File: config.mk
export PLATFORM = sky130hd
export DESIGN_NAME = text_tile_generator
export DESIGN_NICKNAME = d
export VERILOG_FILES = /design/src/rtl/text_tile_generator_pkg.sv /design/src/rtl/font_rom.sv /design/src/rtl/text_tile_generator_cell_ram.sv /design/src/rtl/text_tile_generator.sv
export SDC_FILE = /design/constraint.sdc
export NUM_CORES = 2
export LEC_CHECK = 0
export CORE_MARGIN = 1.5
export CORE_UTILIZATION = 57
export CTS_CLUSTER_SIZE = 10
export DETAILED_ROUTE_END_ITERATION = 12
export MAX_ROUTING_LAYER = met4
export PLACE_DENSITY = 0.76
export SYNTH_ARGS = -nofsm -noshare
export SYNTH_HDL_FRONTEND = slang
export SYNTH_SLANG_ARGS = --single-unit
File: constraint.sdc
create_clock -name clk -period 5.6 [get_ports clk]
set_input_delay 0.56 -clock clk [delete_from_list [all_inputs] [get_ports clk]]
set_output_delay 0.56 -clock clk [all_outputs]
set_load 0.005 [all_outputs]
File: src/rtl/text_tile_generator_pkg.sv
// text_tile_generator_pkg: cell/attribute layout, font geometry and FSM encoding
package text_tile_generator_pkg;
  localparam int CHAR_W = 7;
  localparam int ATTR_W = 7;
  localparam int CELL_W = CHAR_W + ATTR_W;
  localparam int FONT_W = 8;
  localparam int FONT_H = 16;
  localparam logic [CHAR_W-1:0] SPACE_CHAR = 7'h20;
  typedef enum logic {ST_IDLE, ST_CLEAR} state_t;
  typedef struct packed {
    logic       blink;
    logic [2:0] bg;
    logic [2:0] fg;
  } attr_t;
  typedef struct packed {
    logic [CHAR_W-1:0] ch;
    attr_t             attr;
  } cell_t;
endpackage

File: src/rtl/font_rom.sv
// font_rom: 8x16 glyph ROM, addr = {char, glyph row}, one-cycle registered read; bit 7 is the leftmost pixel
module font_rom (
  input  logic        clk,
  input  logic [10:0] addr,
  output logic [7:0]  data
);
  logic [127:0] g;
  function automatic logic [127:0] glyph(input logic [6:0] c);
    case (c)
      7'h30:   glyph = 128'h0000_7CC6_C6CE_DEF6_E6C6_C67C_0000_0000;
      7'h31:   glyph = 128'h0000_1838_7818_1818_1818_187E_0000_0000;
      7'h41:   glyph = 128'h0000_1038_6CC6_C6FE_C6C6_C6C6_0000_0000;
      7'h42:   glyph = 128'h0000_FC66_6666_7C66_6666_66FC_0000_0000;
      7'h43:   glyph = 128'h0000_3C66_C2C0_C0C0_C0C2_663C_0000_0000;
      default: glyph = 128'h0;
    endcase
  endfunction
  assign g = glyph(addr[10:4]);
  always_ff @(posedge clk) data <= g[{~addr[3:0], 3'b000} +: 8];
endmodule

File: src/rtl/text_tile_generator_cell_ram.sv
// text_cell_ram: simple dual-port cell buffer, one write port and one synchronous read-first read port
module text_cell_ram #(
  parameter int DEPTH = 140,
  parameter int W = 14
) (
  input  logic                     clk,
  input  logic                     we,
  input  logic [$clog2(DEPTH)-1:0] waddr,
  input  logic [W-1:0]             wdata,
  input  logic [$clog2(DEPTH)-1:0] raddr,
  output logic [W-1:0]             rdata
);
  logic [W-1:0] mem [DEPTH];
  always_ff @(posedge clk) begin
    if (we) mem[waddr] <= wdata;
    rdata <= mem[raddr];
  end
endmodule

File: src/rtl/text_tile_generator.sv
// text_tile_generator: COLS x ROWS character overlay from a writable cell buffer, 3-cycle pixel pipeline
module text_tile_generator
  import text_tile_generator_pkg::*;
#(
  parameter int                COLS           = 20,
  parameter int                ROWS           = 7,
  parameter int                SCALE_LOG2     = 2,
  parameter int                BLINK_DIV_LOG2 = 25,
  parameter logic [ATTR_W-1:0] DEFAULT_ATTR   = 7'b0_111_011
) (
  input  logic                    clk,
  input  logic                    reset_n,
  input  logic [9:0]              pix_x,
  input  logic [9:0]              pix_y,
  input  logic                    video_on,
  input  logic                    blink_en,
  input  logic                    wr_valid,
  output logic                    wr_ready,
  input  logic [$clog2(COLS)-1:0] wr_col,
  input  logic [$clog2(ROWS)-1:0] wr_row,
  input  logic [CHAR_W-1:0]       wr_char,
  input  logic [ATTR_W-1:0]       wr_attr,
  output logic                    wr_err,
  input  logic                    clear_req,
  output logic                    busy,
  output logic                    text_on,
  output logic [2:0]              text_rgb
);
  localparam int CELLS = COLS * ROWS;
  localparam int AW = $clog2(CELLS);
  state_t                  state;
  logic [AW-1:0]           clr_idx, wr_addr, rd_addr, ram_waddr;
  logic                    clr_last, wr_fire, wr_in_range, ram_we;
  cell_t                   ram_wdata, cell1;
  logic [9:0]              col0, row0;
  logic                    in0, in1, in2;
  logic [3:0]              font_row1;
  logic [2:0]              bit1, bit2;
  attr_t                   attr2;
  logic [FONT_W-1:0]       font_word;
  logic [BLINK_DIV_LOG2:0] blink_cnt;
  logic                    font_bit, blink_off;

  assign wr_ready    = state == ST_IDLE && !clear_req && reset_n;
  assign wr_fire     = wr_valid && wr_ready;
  assign wr_in_range = 32'(wr_col) < COLS && 32'(wr_row) < ROWS;
  assign wr_addr     = AW'(wr_row) * AW'(COLS) + AW'(wr_col);
  assign clr_last    = clr_idx == AW'(CELLS - 1);
  assign ram_we      = state == ST_CLEAR || (wr_fire && wr_in_range);
  assign ram_waddr   = state == ST_CLEAR ? clr_idx : wr_addr;
  assign ram_wdata   = state == ST_CLEAR ? cell_t'({SPACE_CHAR, DEFAULT_ATTR}) : cell_t'({wr_char, wr_attr});

  always_ff @(posedge clk or negedge reset_n)
    if (!reset_n) begin
      state   <= ST_CLEAR;
      busy    <= 1'b1;
      clr_idx <= '0;
      wr_err  <= 1'b0;
    end else begin
      wr_err <= wr_fire && !wr_in_range;
      if (state == ST_CLEAR) begin
        state   <= clr_last ? ST_IDLE : ST_CLEAR;
        busy    <= !clr_last;
        clr_idx <= clr_last ? '0 : clr_idx + 1'b1;
      end else if (clear_req) begin
        state   <= ST_CLEAR;
        busy    <= 1'b1;
        clr_idx <= '0;
      end
    end

  text_cell_ram #(.DEPTH(CELLS), .W(CELL_W)) u_ram (
    .clk   (clk),
    .we    (ram_we),
    .waddr (ram_waddr),
    .wdata (ram_wdata),
    .raddr (rd_addr),
    .rdata (cell1)
  );

  font_rom u_font (
    .clk  (clk),
    .addr ({cell1.ch, font_row1}),
    .data (font_word)
  );

  assign col0    = pix_x >> (3 + SCALE_LOG2);
  assign row0    = pix_y >> (4 + SCALE_LOG2);
  assign in0     = video_on && 32'(col0) < COLS && 32'(row0) < ROWS;
  assign rd_addr = AW'(row0) * AW'(COLS) + AW'(col0);

  // font bit 7 is the leftmost pixel of the glyph row
  assign font_bit  = font_word[~bit2];
  assign blink_off = attr2.blink && blink_en && blink_cnt[BLINK_DIV_LOG2];

  always_ff @(posedge clk or negedge reset_n)
    if (!reset_n) begin
      in1       <= 1'b0;
      in2       <= 1'b0;
      font_row1 <= '0;
      bit1      <= '0;
      bit2      <= '0;
      attr2     <= '0;
      text_on   <= 1'b0;
      text_rgb  <= '0;
      blink_cnt <= '0;
    end else begin
      in1       <= in0;
      font_row1 <= pix_y[SCALE_LOG2+3:SCALE_LOG2];
      bit1      <= pix_x[SCALE_LOG2+2:SCALE_LOG2];
      in2       <= in1;
      bit2      <= bit1;
      attr2     <= cell1.attr;
      text_on   <= in2;
      text_rgb  <= !in2 ? 3'b000 : font_bit && !blink_off ? attr2.fg : attr2.bg;
      blink_cnt <= blink_en ? blink_cnt + 1'b1 : '0;
    end
endmodule

==> flow_summary.ini <==
[yosys]
postSynthCellCount = 4065
syn_area_um2 = 80500
synth_seq_cells = 2041
yosys_warnings = 0
async_flop_share_pct = 2.94
synthesis.nets = 4131
synth_cell_types = 75
syn_avg_cell_area_um2 = 19.8
ys_seq_area_share_pct = 75.5
synth_edf_count = 1960
synth_ff_type = edfxtp_1

[clock_network]
clockBufferDepth = 3
tritoncts = done
cts_setup_buffers = 0
cts.sinks = 2041
numCtsBuffers = 223
clkSlewWorstSetupHoldPaths_ns = 0.06
h-tree-depth = 4
clock_latency_ns = 0.85
ctsRootBufferMaster = clkbuf_16

[place]
dp_hpwl_mm = 121
io_buffer_count = 50
place_congestion = 0.911

[global_routing]
antenna_found_initial = 4
globalRouteTotalUtil_pct = 29.3
grt_max_degree = 141
global_route.overflow_total = 0
grt_pass1_wl_mm = 289
grt_pass1_vias = 42000

[drt]
vias_per_cell = 6.71
first_iter_violations = 6480
routed_wl_mm = 202
vias = 42500
wl_per_cell_um = 31.9
ant_nets = 0
dr.pass1.iters = 6
drc_errors = 0

[timing]
holdWs_ns = 0.152
slew_headroom_pct = 6.25
rsz0062_at_grt = false
setup_viol = 0
worstMarginPinSlew_ns = 1.41
fin_crit_sh_pct = 75.4
finalClockSkew_ns = 0.0415
finalSetupTns_ns = 0
finalHoldViolCount = 0
slew_viol_final = 0
max_freq_ghz = 0.237
fin_crit_ns = 4.22

[worst_setup_path]
worstRegToRegCells = 6
path_max_fanout = 15
crit_chain = clkdlybuf4s50_1, ha_1, ha_1, inv_1, fa_1, nor4_1, xor2_1, buf_4, nor4_1, nand3_1, o211ai_1, a311oi_1
crit_type = in -> reg
worstSetupEndpointType = flop
slowest_delay_ns = 0.73
reg2reg_to = u_ram.mem[7][11]
cpMaxStageDelayCell = nor4_1
crit_path_start = pix_y[7]
required_ns = 6.27
worstReg2RegStart = state
reg2reg_slack_ns = 1.72
startpoint_type = input port
worstPathArrival_ns = 4.89

[outcome]
status = finished, final reports clean

[pwr]
power_density_nw_per_um2 = 377
power_frac_comb_pct = 11.2
p_leak_nw = 29.1
p_switching_mw = 8.49
power_mw = 34.1
power_frac_clock_pct = 37.6
seqPwrFrac_pct = 51.2
swShare_pct = 24.9
irDropWorstVdd_v = 0.000323
internal-power_mw = 25.6

[finish]
layout-drive-gt1-share_pct = 21.6
fillers = 9010
layout_commonest_cell = edfxtp_1
regArea_um2 = 60800
final_cell_mix = edfxtp_1 (1,960), mux4_2 (399), buf_4 (249)
nNetsFinal = 4452
area_growth_pct = 12.4
post-route-util_pct = 64.6
multi_input_area_um2 = 18300

[run]
cap_violations = 0

[die]
io_pins = 55
core_area_um2 = 140000
initial_utilization_pct = 57.5
die-area_um2 = 143000
fp-row-count = 137
die_height_um = 379
die_w_um = 379

[worst_hold_path]
hp-start = pix_y[5]
hold_class = in -> reg
holdPathStages = 1
whs_endpoint = font_row1[3]
[worst max-delay path by stage]
stage | cells past startpoint | slack (ns) | end
after floorplan | 4 | 0.30 | u_ram.mem[0][10]
after global routing | 11 | 1.27 | u_ram.mem[18][11]
after CTS | 12 | 1.53 | u_ram.rdata[8]
final | 12 | 1.38 | u_ram.rdata[8]
after global placement | 11 | 0.94 | u_ram.mem[106][2]
after detailed placement | 12 | 0.77 | u_ram.rdata[8]
[repair_timing]
item | 4_1_cts | 5_1_grt
endpoints found under the hold margin | 58 | 0
endpoints found under the setup margin | 0 | 0
resized for setup | 0 | 0
hold buffers | 1 | 0
[flip-flops by register name (all words and copies together), names as in the netlist, 3 cells and up]
signal and count:
u_ram.rdata 14, u_ram.mem 1960, blink_cnt 26, font_row1 4, u_font.data 7, text_rgb 3
attr2 7, bit2 3, bit1 3, clr_idx 8
[cells in the mapped netlist, types with 4 or more instances]
master	count	area share, %
a21oi_1	77	0.48
buf_2	49	0.30
inv_1	10	0.047
buf_6	29	0.41
and3_1	21	0.16
xor2_1	10	0.11
or2_2	10	0.078
edfxtp_1	1960	73
mux4_1	16	0.52
a21boi_0	4	0.037
buf_8	16	0.30
o21bai_1	12	0.11
nand2_1	226	1.1
buf_4	33	0.31
nand4_1	7	0.054
o221ai_1	70	0.76
and2_1	31	0.24
nor4_1	5	0.039
nor2_1	234	1.1
nor2b_1	22	0.17
o211ai_1	9	0.084
o32ai_1	4	0.044
xnor2_1	23	0.25
a221oi_1	4	0.044
dfrtp_1	58	1.8
or3_1	6	0.047
buf_1	9	0.042
mux2i_1	224	2.8
o21ai_0	60	0.37
mux2_2	17	0.24
ha_1	15	0.23
nand3_1	60	0.37
clkbuf_1	84	0.39
dfxtp_1	21	0.52
o22ai_1	49	0.38
a31oi_1	22	0.17
mux4_2	399	11
a22oi_1	9	0.084
a211oi_1	29	0.27
nor3_1	23	0.14
o41ai_1	4	0.044
a311oi_1	18	0.20
nand2b_1	16	0.12
[power by group through the flow]
stage          Clock, mW  Sequential, mW  Combinational, mW
4_1_cts             12.9            17.4               3.72
3_3_place_gp           0            17.7               3.63
6_report            12.8            17.4               3.82
3_5_place_dp           0            17.7               3.69
2_1_floorplan          0            17.6               2.10
5_1_grt             13.5            17.5               3.92
[routing by layer]
metal | up-vias | share of wire, % | GRT usage [%]
met4 | 0 | 4.8 | 12.9
met1 | 21900 | 36 | 38.7
met5 | - | 0 | -
met2 | 2976 | 47 | 44.2
li1 | 17200 | - | -
met3 | 495 | 12 | 6.61
[metrics by stage]
step	cell area, um^2	worst slack, ns	cells
6_report	90400	1.38	6341
4_1_cts	90400	1.53	6340
3_5_place_dp	84200	0.765	6036
3_3_place_gp	84200	0.935	6036
2_1_floorplan	80500	0.298	4065
5_1_grt	90400	1.27	6340
[final cells by class]
| cell class | instances | share of cell area, % |
|---|---|---|
| flip-flops and latches | 2041 | 67.2 |
| repair buffers | 320 | 3.08 |
| inverters | 13 | 0.0567 |
| diodes | 1 | 0.00277 |
| well taps | 1876 | 2.60 |
| multi-input cells | 1787 | 20.2 |
| clock buffers | 289 | 6.52 |
| clock inverters | 14 | 0.292 |
[cells by family (layout without fill, tap and decap cells)]
| group | Yosys count | count (layout) | synth area share (%) |
|---|---|---|---|
| adder cells (fa/ha/maj) | 18 | 18 | 0.308 |
| other | 0 | 1 | 0 |
| flip-flops | 2041 | 2041 | 75.5 |
| multiplexers | 656 | 656 | 14.7 |
| XOR/XNOR | 33 | 33 | 0.359 |
| AO/OA/AOI/OAI | 402 | 402 | 3.41 |
| AND/OR/NAND/NOR | 678 | 678 | 3.77 |
| buffers and inverters | 237 | 636 | 1.90 |
[critical path: cells and delay by family]
family                     cells  cell delay [ns]
xor gates and xnor gates       1             0.18
and+or+nand+nor                3             1.75
buffers and inverters          3             0.86
AOI/OAI and AO/OA              2             0.55
adders and majority gates      3             0.98
(Power assumes the default switching activity.)
